## src/rtl/modbus_frame_tx_if.sv

```systemverilog
// modbus_frame_tx_if
//   Byte stream handshake between the Modbus frame builder and a UART
//   transmitter.
//   tx_data  : byte presented to the UART (valid only while tx_valid=1)
//   tx_valid : tx_data valid, held until accepted
//   tx_ready : UART accepts tx_data on a clock edge where tx_valid=1
//   master modport: frame builder side; slave modport: UART side.
interface modbus_frame_tx_if;
    logic [7:0] tx_data;
    logic       tx_valid;
    logic       tx_ready;

    modport master (
        output tx_data,
        output tx_valid,
        input  tx_ready
    );

    modport slave (
        input  tx_data,
        input  tx_valid,
        output tx_ready
    );
endinterface

```

## src/rtl/modbus_frame_tx.sv

```systemverilog
// modbus_frame_tx
//   Serialises a BYTES-long payload onto a valid/ready byte stream and
//   follows it with the Modbus CRC-16 (poly 0xA001 reflected, init 0xFFFF),
//   low byte first. The CRC is computed bit-serially, one byte per 9 cycles,
//   interleaved with the byte transmission.
//
//   Parameters:
//     BYTES      : payload bytes per frame (1..255), CRC excluded
//     GAP_CYCLES : post-frame silence length in clk_in cycles
//   Ports:
//     clk_in        : clock, rising edge
//     rst_in        : synchronous active-high reset
//     data_in       : payload, byte k at [8k+7:8k], byte 0 sent first
//     tx_start      : frame request, sampled only when idle
//     tx_if         : tx_data / tx_valid / tx_ready byte handshake (master)
//     busy          : high from the cycle after start acceptance until idle
//     tx_frame_done : one-cycle pulse at frame completion
//     crc_out       : CRC of the last completed frame, low byte in [7:0]
//
//   Build option: define MODBUS_TX_GAP_EN to insert GAP_CYCLES of silence
//   (busy held, tx_valid low) after the CRC high byte is accepted.
module modbus_frame_tx #(
    parameter int unsigned BYTES      = 'd6,
    parameter int unsigned GAP_CYCLES = 'd1750
) (
    input  logic                 clk_in,
    input  logic                 rst_in,
    input  logic [8*BYTES-1:0]   data_in,
    input  logic                 tx_start,
    modbus_frame_tx_if.master    tx_if,
    output logic                 busy,
    output logic                 tx_frame_done,
    output logic [15:0]          crc_out
);

    localparam logic [7:0] LAST_BYTE = 8'(BYTES - 1);

    typedef enum logic [2:0] {
        ST_IDLE,
        ST_XOR,
        ST_SHIFT,
        ST_SEND,
        ST_SEND_LO,
        ST_SEND_HI,
`ifdef MODBUS_TX_GAP_EN
        ST_GAP,
`endif
        ST_DONE
    } state_t;

    state_t               state;
    logic [8*BYTES-1:0]   shift_buf;
    logic [15:0]          crc;
    logic [7:0]           byte_cnt;
    logic [2:0]           bit_cnt;

`ifdef MODBUS_TX_GAP_EN
    localparam int unsigned  GAP_W    = (GAP_CYCLES > 1) ? $clog2(GAP_CYCLES) : 1;
    localparam logic [GAP_W-1:0] GAP_LAST = GAP_W'(GAP_CYCLES - 1);
    logic [GAP_W-1:0] gap_cnt;
`endif

    function automatic logic [15:0] crc_step(input logic [15:0] c);
        return c[0] ? ((c >> 1) ^ 16'hA001) : (c >> 1);
    endfunction

    always_ff @(posedge clk_in) begin
        if (rst_in) begin
            state          <= ST_IDLE;
            shift_buf      <= '0;
            crc            <= '0;
            byte_cnt       <= '0;
            bit_cnt        <= '0;
            busy           <= 1'b0;
            tx_frame_done  <= 1'b0;
            crc_out        <= '0;
            tx_if.tx_valid <= 1'b0;
            tx_if.tx_data  <= '0;
`ifdef MODBUS_TX_GAP_EN
            gap_cnt        <= '0;
`endif
        end else begin
            tx_frame_done <= 1'b0;
            case (state)
                ST_IDLE: begin
                    if (tx_start) begin
                        shift_buf <= data_in;
                        crc       <= 16'hFFFF;
                        byte_cnt  <= '0;
                        busy      <= 1'b1;
                        state     <= ST_XOR;
                    end
                end
                ST_XOR: begin
                    crc[7:0] <= crc[7:0] ^ shift_buf[7:0];
                    bit_cnt  <= '0;
                    state    <= ST_SHIFT;
                end
                ST_SHIFT: begin
                    crc     <= crc_step(crc);
                    bit_cnt <= bit_cnt + 3'd1;
                    // Load the byte into the output register on the last shift
                    // so tx_valid/tx_data are registered when SEND begins.
                    if (bit_cnt == 3'd7) begin
                        state          <= ST_SEND;
                        tx_if.tx_valid <= 1'b1;
                        tx_if.tx_data  <= shift_buf[7:0];
                    end
                end
                ST_SEND: begin
                    if (tx_if.tx_ready) begin
                        shift_buf <= shift_buf >> 8;
                        byte_cnt  <= byte_cnt + 8'd1;
                        if (byte_cnt == LAST_BYTE) begin
                            // crc is final here: the last SHIFT has completed.
                            state         <= ST_SEND_LO;
                            tx_if.tx_data <= crc[7:0];
                        end else begin
                            state          <= ST_XOR;
                            tx_if.tx_valid <= 1'b0;
                        end
                    end
                end
                ST_SEND_LO: begin
                    if (tx_if.tx_ready) begin
                        tx_if.tx_data <= crc[15:8];
                        state         <= ST_SEND_HI;
                    end
                end
                ST_SEND_HI: begin
                    if (tx_if.tx_ready) begin
                        crc_out        <= crc;
                        tx_if.tx_valid <= 1'b0;
`ifdef MODBUS_TX_GAP_EN
                        gap_cnt        <= '0;
                        state          <= ST_GAP;
`else
                        tx_frame_done  <= 1'b1;
                        state          <= ST_DONE;
`endif
                    end
                end
`ifdef MODBUS_TX_GAP_EN
                ST_GAP: begin
                    if (gap_cnt == GAP_LAST) begin
                        tx_frame_done <= 1'b1;
                        state         <= ST_DONE;
                    end else begin
                        gap_cnt <= gap_cnt + 1'b1;
                    end
                end
`endif
                ST_DONE: begin
                    busy  <= 1'b0;
                    state <= ST_IDLE;
                end
                default: begin
                    state <= ST_IDLE;
                end
            endcase
        end
    end

endmodule

```

## src/flat_wrapper.sv

```systemverilog
// flat-port wrapper written by rule: the top's interface ports become plain ports
module modbus_frame_tx_flat 
#(
    parameter int unsigned BYTES      = 'd6,
    parameter int unsigned GAP_CYCLES = 'd1750
)
  (clk_in, rst_in, data_in, tx_start, busy, tx_frame_done, crc_out, tx_if_tx_data, tx_if_tx_valid, tx_if_tx_ready);
  modbus_frame_tx_if tx_if_i ();
  input  logic clk_in;
  input  logic rst_in;
  input  logic [8*BYTES-1:0] data_in;
  input  logic tx_start;
  output logic busy;
  output logic tx_frame_done;
  output logic [15:0] crc_out;
  output wire logic [$bits(tx_if_i.tx_data)-1:0] tx_if_tx_data;
  output wire logic [$bits(tx_if_i.tx_valid)-1:0] tx_if_tx_valid;
  input wire logic [$bits(tx_if_i.tx_ready)-1:0] tx_if_tx_ready;
  assign tx_if_tx_data = tx_if_i.tx_data;
  assign tx_if_tx_valid = tx_if_i.tx_valid;
  assign tx_if_i.tx_ready = tx_if_tx_ready;
  modbus_frame_tx #(.BYTES(BYTES), .GAP_CYCLES(GAP_CYCLES)) u_core (.clk_in(clk_in), .rst_in(rst_in), .data_in(data_in), .tx_start(tx_start), .tx_if(tx_if_i), .busy(busy), .tx_frame_done(tx_frame_done), .crc_out(crc_out));
endmodule
```

## config.mk

```make
export PLATFORM = sky130hd
export DESIGN_NAME = modbus_frame_tx_flat
export DESIGN_NICKNAME = d
export VERILOG_FILES = /design/src/rtl/modbus_frame_tx_if.sv /design/src/rtl/modbus_frame_tx.sv /design/src/flat_wrapper.sv
export SDC_FILE = /design/constraint.sdc
export NUM_CORES = 1
export LEC_CHECK = 0
export CAP_MARGIN = 0
export CELL_PAD_IN_SITES_DETAIL_PLACEMENT = 0
export CELL_PAD_IN_SITES_GLOBAL_PLACEMENT = 1
export CORE_MARGIN = 2
export CORE_UTILIZATION = 43
export DETAILED_ROUTE_END_ITERATION = 10
export GPL_ROUTABILITY_DRIVEN = 0
export HOLD_SLACK_MARGIN = 0.06
export PLACE_DENSITY = 0.84
export SLEW_MARGIN = 20
export SYNTH_ARGS = -nofsm -noshare
export SYNTH_HDL_FRONTEND = slang
export SYNTH_SLANG_ARGS = --single-unit
export TNS_END_PERCENT = 5
```

## constraint.sdc

```tcl
create_clock -name clk_in -period 2.6 [get_ports clk_in]
set_clock_uncertainty 0.05 [all_clocks]
set_input_delay 0.52 -clock clk_in [delete_from_list [all_inputs] [get_ports clk_in]]
set_output_delay 0.52 -clock clk_in [all_outputs]
set_load 0.01 [all_outputs]
```

### Yosys cells after proc, flatten, opt, wreduce, memory -nomap -nowiden

Cells that the tools add are included.

* reduce and logical (&&, ||, !) cells: 17
* bitwise logic cells: 3
* equal/unequal tests: 15
* mux-type cells: 31
* add/subtract/negate cells: 2

Operators with widths (count)
* $mux 48: 2
* $pmux 48 s2: 1
* $mux 8: 6
* $pmux 8 s3: 2
* $mux 16: 2
* $pmux 8 s2: 2
* $mux 3: 6
* $pmux 3 s6: 1
* $reduce_and 5->1: 3
* $eq 3x3->1 const B: 4
* $ne 2x2->1 const B: 5
* $reduce_bool 3->1: 3
* $add 8x1->8 const B: 1
* $eq 8x3->1 const B: 1
* $reduce_and 2->1: 4
* $reduce_bool 2->1: 4
* $xor 8x8->8: 1
* $eq 3x2->1 const B: 2
* $mux 1: 6
* $pmux 3 s2: 1
* $ne 2x1->1 const B: 2
* $add 3x1->3 const B: 1
* $eq 3x1->1 const B: 1
* $logic_not 3->1: 1
* 6 further kinds: 6

* output and inout port bits: 27
* bits in registers: 105

### Longest topological paths before layout

Gate-level depths: netlist of the first run.

* depth in word-level cells: 4
* mapped depth: 7
* mapped depth without buffers: 6

### Worst setup path after synthesis of the first run

Ideal clock, no wire load.

* path kind: in2reg
* start: input tx_start
* end: register u_core.shift_buf[40]
* buffers on the path: 2
* setup time: 0.128 ns
* slack: 0.848 ns
* arrival: 1.574 ns
* stages: 6
* cell sequence: or4b_4 > buf_6 > and2_1 > buf_2 > a22oi_1 > nor2_1

* cells in the longest elaborated chain, start to end: 2

RTL lines
* from (decl): RTL line flat_wrapper.sv:12 `input logic tx_start;`
* $ne 2x2->1 (no source line)
* $reduce_and 3->1 (no source line)
* to (signal assigned): RTL line modbus_frame_tx.sv:87 `shift_buf <= data_in;`
* to (signal assigned): RTL line modbus_frame_tx.sv:112 `shift_buf <= shift_buf >> 8;`
* to (decl): RTL line modbus_frame_tx.sv:52 `logic [8*BYTES-1:0] shift_buf;`

No other way between the ends.
A chain may end at the register's enable or synchronous reset.

### Worst setup path in the final report of the first run

* start: register u_core.byte_cnt[0]
* end: register u_core.tx_if.tx_data[7]

* cells in the longest elaborated chain, start to end: 3

RTL lines
* from (decl): RTL line modbus_frame_tx.sv:54 `logic [7:0] byte_cnt;`
* from (signal assigned): RTL line modbus_frame_tx.sv:113 `byte_cnt <= byte_cnt + 8'd1;`
* $eq 8x3->1: RTL line modbus_frame_tx.sv:114 `if (byte_cnt == LAST_BYTE) begin`
* $ne 2x1->1 (no source line)
* $reduce_and 5->1 (no source line)
* to (signal assigned): RTL line modbus_frame_tx.sv:107 `tx_if.tx_data <= shift_buf[7:0];`
* to (signal assigned): RTL line modbus_frame_tx.sv:117 `tx_if.tx_data <= crc[7:0];`
* to (signal assigned): RTL line modbus_frame_tx.sv:126 `tx_if.tx_data <= crc[15:8];`
* to (decl): RTL line modbus_frame_tx_if.sv:14 `output tx_data,`

No other way between the ends.

==> impl_metrics.py, run 1 <==
metrics = {
    "placed_design": {
        "io_buffer_count": 78,
        "dp_cells": 786,
        "dp_hpwl_um": 8220,
    },
    "floorplanning": {
        "core_area_mm2": 0.0115,
        "initial_core_util_pct": 44.2,
        "pin_count": 79,
        "fp.dieW_um": 113,
        "die_h_um": 113,
        "die-area_mm2": 0.0127,
        "rows": 39,
    },
    "drt": {
        "wl_per_cell_um": 14.6,
        "drt_iter0_drc": 208,
        "drt-vias-per-instance": 5.43,
        "dr.pass1.iters": 4,
        "drtAntennaViolNets": 0,
        "routed_wl_um": 11700,
        "drcViolationCount": 0,
        "vias": 4351,
    },
    "clock_network": {
        "cts_resized": 0,
        "post_cts_buffers": 0,
        "htreeDepth": 3,
        "path_clk_slew_ns": 0.07,
        "numCtsBuffers": 9,
        "cts_root_buffer": "clkbuf_16",
        "cts_buffer_depth": 2,
        "hold_buffers": 0,
        "clock_sinks": 105,
        "clock_latency_ns": 0.36,
        "cts_tree": "yes",
    },
    "global_routing": {
        "grtUsageTotal_pct": 18.6,
        "grt.overflow.total": 0,
        "grt_pass1_vias": 3983,
        "grt_max_degree": 60,
        "antenna_found_initial": 0,
        "grt_pass1_wl_um": 19300,
    },
    "timing": {
        "finalHoldViolCount": 0,
        "final-max-slew-violation-count": 0,
        "fmax_mhz": 485,
        "fin_crit_sh_pct": 79.2,
        "finalSetupViolCount": 0,
        "fin_tns_setup_ns": 0,
        "relSlewSlack_pct": 69.1,
        "tightest_slew_ns": 0.457,
        "min_period_ns": 2.06,
        "rsz0062_at_grt": "no",
    },
    "final_layout": {
        "drive_gt1_share_pct": 6.83,
        "nets": 710,
        "n_antenna_cell": 0,
        "fillers": 1079,
        "regArea_mm2": 0.00210,
        "multi_input_area_mm2": 0.00266,
        "mostFrequentLayoutCells": "105 x dfxtp_1, 95 x nor2_1, 77 x clkdlybuf4s50_1",
        "layoutNonFillerInstCount": 802,
        "layout_commonest_cell": "dfxtp_1",
        "syn_to_final_growth_pct": 22.7,
    },
    "worst_hold_path": {
        "hp-class": "reg2reg",
    },
    "synthesis": {
        "synth_fp_nets": 658,
        "syn_inst": 602,
        "synth_edf_count": 0,
        "ys.warnings.count": 0,
        "seq_area_frac_synth_pct": 41.5,
        "synth_cell_types": 48,
        "synth_flop_cell": "dfxtp_1",
        "syn_avg_cell_area_um2": 8.41,
        "syn_area_mm2": 0.00506,
        "ys_seq_elements": 105,
        "ys_async_sr_fraction_pct": 0,
    },
    "pwr": {
        "vdd_ir_drop_max_v": 0.000546,
        "cellLeakagePower_nw": 2.42,
        "powerDensity_mw_per_mm2": 705,
        "total_power_mw": 4.38,
    },
    "run": {
        "drv_cap": 0,
    },
    "critical_path": {
        "critical_path_required_ns": 2.83,
        "cp-end-kind": "flop",
        "crit_arrival_ns": 2.29,
        "path_class": "reg2reg",
        "r2r_slack_ns": 0.54,
        "crit_fanout": 11,
        "worstSetupStartpointType": "flop",
    },
    "status": {
        "status": "finished clean",
    },
}
## cell families (layout without fill, tap and decap cells)
family	after synthesis	in the layout	synth area share (%)
simple gates	193	193	17.5
compound gates	182	182	24.1
flops	105	105	41.5
buf+inv	67	124	5.98
mux	43	43	8.52
xor+xnor	8	8	1.38
fa+ha+maj	4	4	0.988
## sequential cells by signal, summed over array words and instances, names as in the netlist
register / cells
u_core.busy: 1
u_core.crc: 16
u_core.bit_cnt: 3
u_core.shift_buf: 48
u_core.tx_if.tx_data: 8
u_core.tx_frame_done: 1
u_core.byte_cnt: 8
u_core.crc_out: 16
u_core.state: 3
u_core.tx_if.tx_valid: 1
## power by group
group	leakage, nW	switching [mW]	internal, mW
combinational	1.43	0.572	0.514
clock	0.135	0.609	0.677
sequential	0.861	0.201	1.81
total	2.42	1.38	3.00
## layer usage
layer	GRT usage, %	part of all wire (%)
met1	24.0	47
met2	30.5	48
met3	5.08	4.3
met4	6.02	1.4
met5	0	0
## worst paths after layout
kind,cells after the start,start,end
hold reg to reg,2,u_core.crc_out[2],u_core.crc_out[2]
hold / removal,2,u_core.crc_out[2],u_core.crc_out[2]
setup reg to reg,5,u_core.byte_cnt[0],u_core.tx_if.tx_data[7]
setup / recovery,5,u_core.byte_cnt[0],u_core.tx_if.tx_data[7]
## critical path, cell delays in order (launching register included)
cell and delay (ns):
dfxtp_1 0.43, ha_1 0.19, nor4b_1 0.40, nand2_1 0.37, a221oi_1 0.34, a21boi_0 0.21
## cell type report
type / count / share of cell area [%]
clock buffer: 10 / 3.84
clock inverter: 6 / 0.684
inverter: 12 / 0.725
multi-input combinational: 430 / 42.8
sequential: 105 / 33.8
tap: 143 / 2.88
timing repair buffer: 96 / 15.3
## per-stage QoR
stage	util [%]	instance area [um^2]	hold slack (ns)	setup WS (ns)
2_1_floorplan	-	5060	0.409	0.848
3_3_place_gp	51.8	5930	0.391	0.277
3_5_place_dp	51.8	5930	0.396	0.185
4_1_cts	54.2	6220	0.405	0.553
5_1_grt	54.2	6220	0.431	0.250
6_report	54.2	6220	0.402	0.540
## synth_stat cells (all sizes together) (7+ instances only)
cell type    n  area (um^2)
a211oi      52          405
a21boi       9         67.6
a21oi       44          220
a221oi      16          140
a22oi        8         60.1
a2bb2oi      8         70.1
buf         29          160
clkbuf      26         97.6
dfxtp      105         2100
inv         12         45.0
mux2i       42          420
nand2       42          160
nand2b      11         68.8
nor2        95          357
nor3        11         55.1
nor3b       11         82.6
o21ai       28          140
o22ai        9         56.3
xnor2        7         61.3
Power figures use the tool's default switching activity.
==> run 2: changes to the inputs <==
--- a/config.mk
+++ b/config.mk
@@ -9,11 +9,11 @@
 export CELL_PAD_IN_SITES_DETAIL_PLACEMENT = 0
 export CELL_PAD_IN_SITES_GLOBAL_PLACEMENT = 1
 export CORE_MARGIN = 2
-export CORE_UTILIZATION = 43
+export CORE_UTILIZATION = 40
 export DETAILED_ROUTE_END_ITERATION = 10
 export GPL_ROUTABILITY_DRIVEN = 0
 export HOLD_SLACK_MARGIN = 0.06
-export PLACE_DENSITY = 0.84
+export PLACE_DENSITY = 0.79
 export SLEW_MARGIN = 20
 export SYNTH_ARGS = -nofsm -noshare
 export SYNTH_HDL_FRONTEND = slang
==> constraint.sdc (replaced) <==
create_clock -name clk_in -period 1.95 [get_ports clk_in]
set_clock_uncertainty 0.05 [all_clocks]
set_input_delay 0.39 -clock clk_in [delete_from_list [all_inputs] [get_ports clk_in]]
set_output_delay 0.39 -clock clk_in [all_outputs]
set_load 0.01 [all_outputs]
==> run 2 against run 1 <==
Clock power grew 71%. Global-route usage grew 0.22 points. First-iteration DRC count grew 27%. Worst setup slack lost 0.42 ns. Total power grew 47%. Die area grew 7.2%. Cell area grew 4.9%. Hold slack is essentially flat. Sequential share of layout area shrank 1.6 points. Register-to-register slack lost 0.42 ns. Sequential power grew 33%. Largest cell class unchanged.
==> impl_metrics.py, run 2 (synthesis gave the netlist of run 1 again) <==
metrics = {
    "status": {
        "status": "finished clean",
    },
    "placed_design": {
        "io_buffer_count": 78,
        "preCtsSetupSlack_ns": -0.226,
        "dp_cells": 835,
        "dp_hpwl_um": 8860,
        "place_area_mm2": 0.00615,
    },
    "worst_hold_path": {
        "hold_path.startpoint": "u_core.crc_out[12]",
        "min_path_cells": 2,
        "min_to": "u_core.crc_out[12]",
        "hp-class": "reg2reg",
    },
    "clock_network": {
        "cts_root_buffer": "clkbuf_16",
        "clock_sinks": 105,
        "cts_tree": "yes",
        "numCtsBuffers": 9,
        "htreeDepth": 3,
        "path_clk_slew_ns": 0.07,
        "hold_buffers": 0,
        "cts_buffer_depth": 2,
        "clock_latency_ns": 0.36,
    },
    "drt": {
        "drt-vias-per-instance": 5.26,
        "top_layer": "met4",
        "drtAntennaViolNets": 0,
        "wl_met2_um": 5900,
        "dr.pass1.iters": 4,
        "vias": 4473,
        "wl_met1_um": 5760,
        "drt_iter0_drc": 264,
        "wl_met3_um": 550,
        "wl_per_cell_um": 14.7,
        "drcViolationCount": 0,
        "routed_wl_um": 12500,
    },
    "critical_path": {
        "path_class": "reg2reg",
        "r2r_slack_ns": 0.12,
        "worstReg2RegStart": "u_core.state[2]",
        "r2r_cells": 5,
        "worstSetupStartpointType": "flop",
        "r2r_end": "u_core.shift_buf[3]",
        "crit_arrival_ns": 2.04,
        "critical-path-max-stage-delay_ns": 0.46,
        "path_cells": "buf_4 -> nand3b_1 -> buf_12 -> mux2i_1 -> a211oi_1",
        "slowest_stage": "dfxtp_1",
        "cp-end-kind": "flop",
        "cpLargestDelayFamily": "buffers and inverters",
        "crit_fanout": 40,
        "path_buf_inv": 2,
        "critical_path_required_ns": 2.16,
    },
    "timing": {
        "finalWorstSetupSlack_ns": 0.120,
        "finalSetupViolCount": 0,
        "relSlewSlack_pct": 74.1,
        "fmax_mhz": 547,
        "timing.hold.ws_ns": 0.403,
        "min_period_ns": 1.83,
        "final-max-slew-violation-count": 0,
        "fin_tns_setup_ns": 0,
        "rsz0062_at_grt": "no",
        "tightest_slew_ns": 0.387,
        "fin_crit_sh_pct": 93.8,
        "finalHoldViolCount": 0,
    },
    "final_layout": {
        "regMostFlops": "u_core.shift_buf",
        "fillers": 1189,
        "reg_top3": "u_core.shift_buf x48, u_core.crc x16, u_core.crc_out x16",
        "nets": 730,
        "syn_to_final_growth_pct": 28.8,
        "n_antenna_cell": 0,
        "drive_gt1_share_pct": 9.87,
        "layoutNonFillerInstCount": 851,
        "mostFrequentLayoutCells": "105 x dfxtp_1, 95 x nor2_1, 77 x clkdlybuf4s50_1",
        "largest_reg_flops": 48,
        "final_area_mm2": 0.00652,
        "final_util_pct": 52.3,
        "layout_commonest_cell": "dfxtp_1",
    },
    "floorplanning": {
        "die-area_mm2": 0.0136,
        "pin_count": 79,
        "fp.dieW_um": 117,
        "rows": 41,
        "core_area_mm2": 0.0125,
        "initial_core_util_pct": 40.6,
        "die_h_um": 117,
    },
    "global_routing": {
        "antenna_found_initial": 0,
        "grt.overflow.total": 0,
        "grtUsageTotal_pct": 18.9,
        "grt_pass1_wl_um": 20100,
        "grt_max_degree": 56,
        "grt_pass1_vias": 4111,
    },
    "pwr": {
        "vdd_ir_drop_max_v": 0.000668,
        "powerDensity_mw_per_mm2": 986,
        "total_power_mw": 6.43,
        "cellLeakagePower_nw": 2.57,
    },
    "run": {
        "drv_cap": 0,
    },
}
-- run 2: changes by cell type in the layout (fill, tap and decap cells not counted), sizes merged --
cell      delta
bufinv       +4
clkbuf       -1
clkinv       -3
buf         +20
inv          -1
clkinvlp     +1
-- run 2: power breakdown --
group          switching [mW]  internal (mW)
registers               0.268           2.42
clock network           0.812           1.38
logic                   0.796          0.756
total                    1.88           4.55
-- run 2: worst max-delay path by stage --
stage	slack, ns	to	from	depth (start not counted)
6_report	0.12	u_core.shift_buf[3]	u_core.state[2]	5
4_1_cts	0.11	u_core.shift_buf[3]	u_core.state[2]	5
3_5_place_dp	-0.23	u_core.shift_buf[25]	tx_start	6
5_1_grt	0.006	u_core.tx_if.tx_data[2]	u_core.state[2]	6
3_3_place_gp	-0.14	u_core.shift_buf[35]	tx_start	6
2_1_floorplan	0.29	u_core.tx_if.tx_data[6]	u_core.byte_cnt[0]	6
-- run 2: per-layer routing --
metal,vias to the layer above,global-route usage (%)
met1,2060,24.4
met4,0,7.14
met3,19,4.57
met2,97,30.6
li1,2297,-
met5,-,0
-- run 2: what timing repair did --
item                                    in CTS  in global routing
endpoints found under the setup margin       0                  6
resized for setup                            0                  3
buffers inserted                             0                  0
-- run 2: final cells by class --
| type | instances | area (um^2) | share of cell area [%] |
|---|---|---|---|
| sequential | 105 | 2100 | 32.2 |
| tap | 172 | 215 | 3.30 |
| inverter | 12 | 45.0 | 0.691 |
| clock inverter | 7 | 143 | 2.19 |
| multi-input combinational | 430 | 2670 | 40.9 |
| timing repair buffer | 116 | 1130 | 17.3 |
| clock buffer | 9 | 225 | 3.45 |
-- run 2: tightest hold or removal path, delay by kind of cell (launching register included) --
kind,cells,cell delay [ns]
compound gates,1,0.05
flops,1,0.31
simple gates,1,0.05
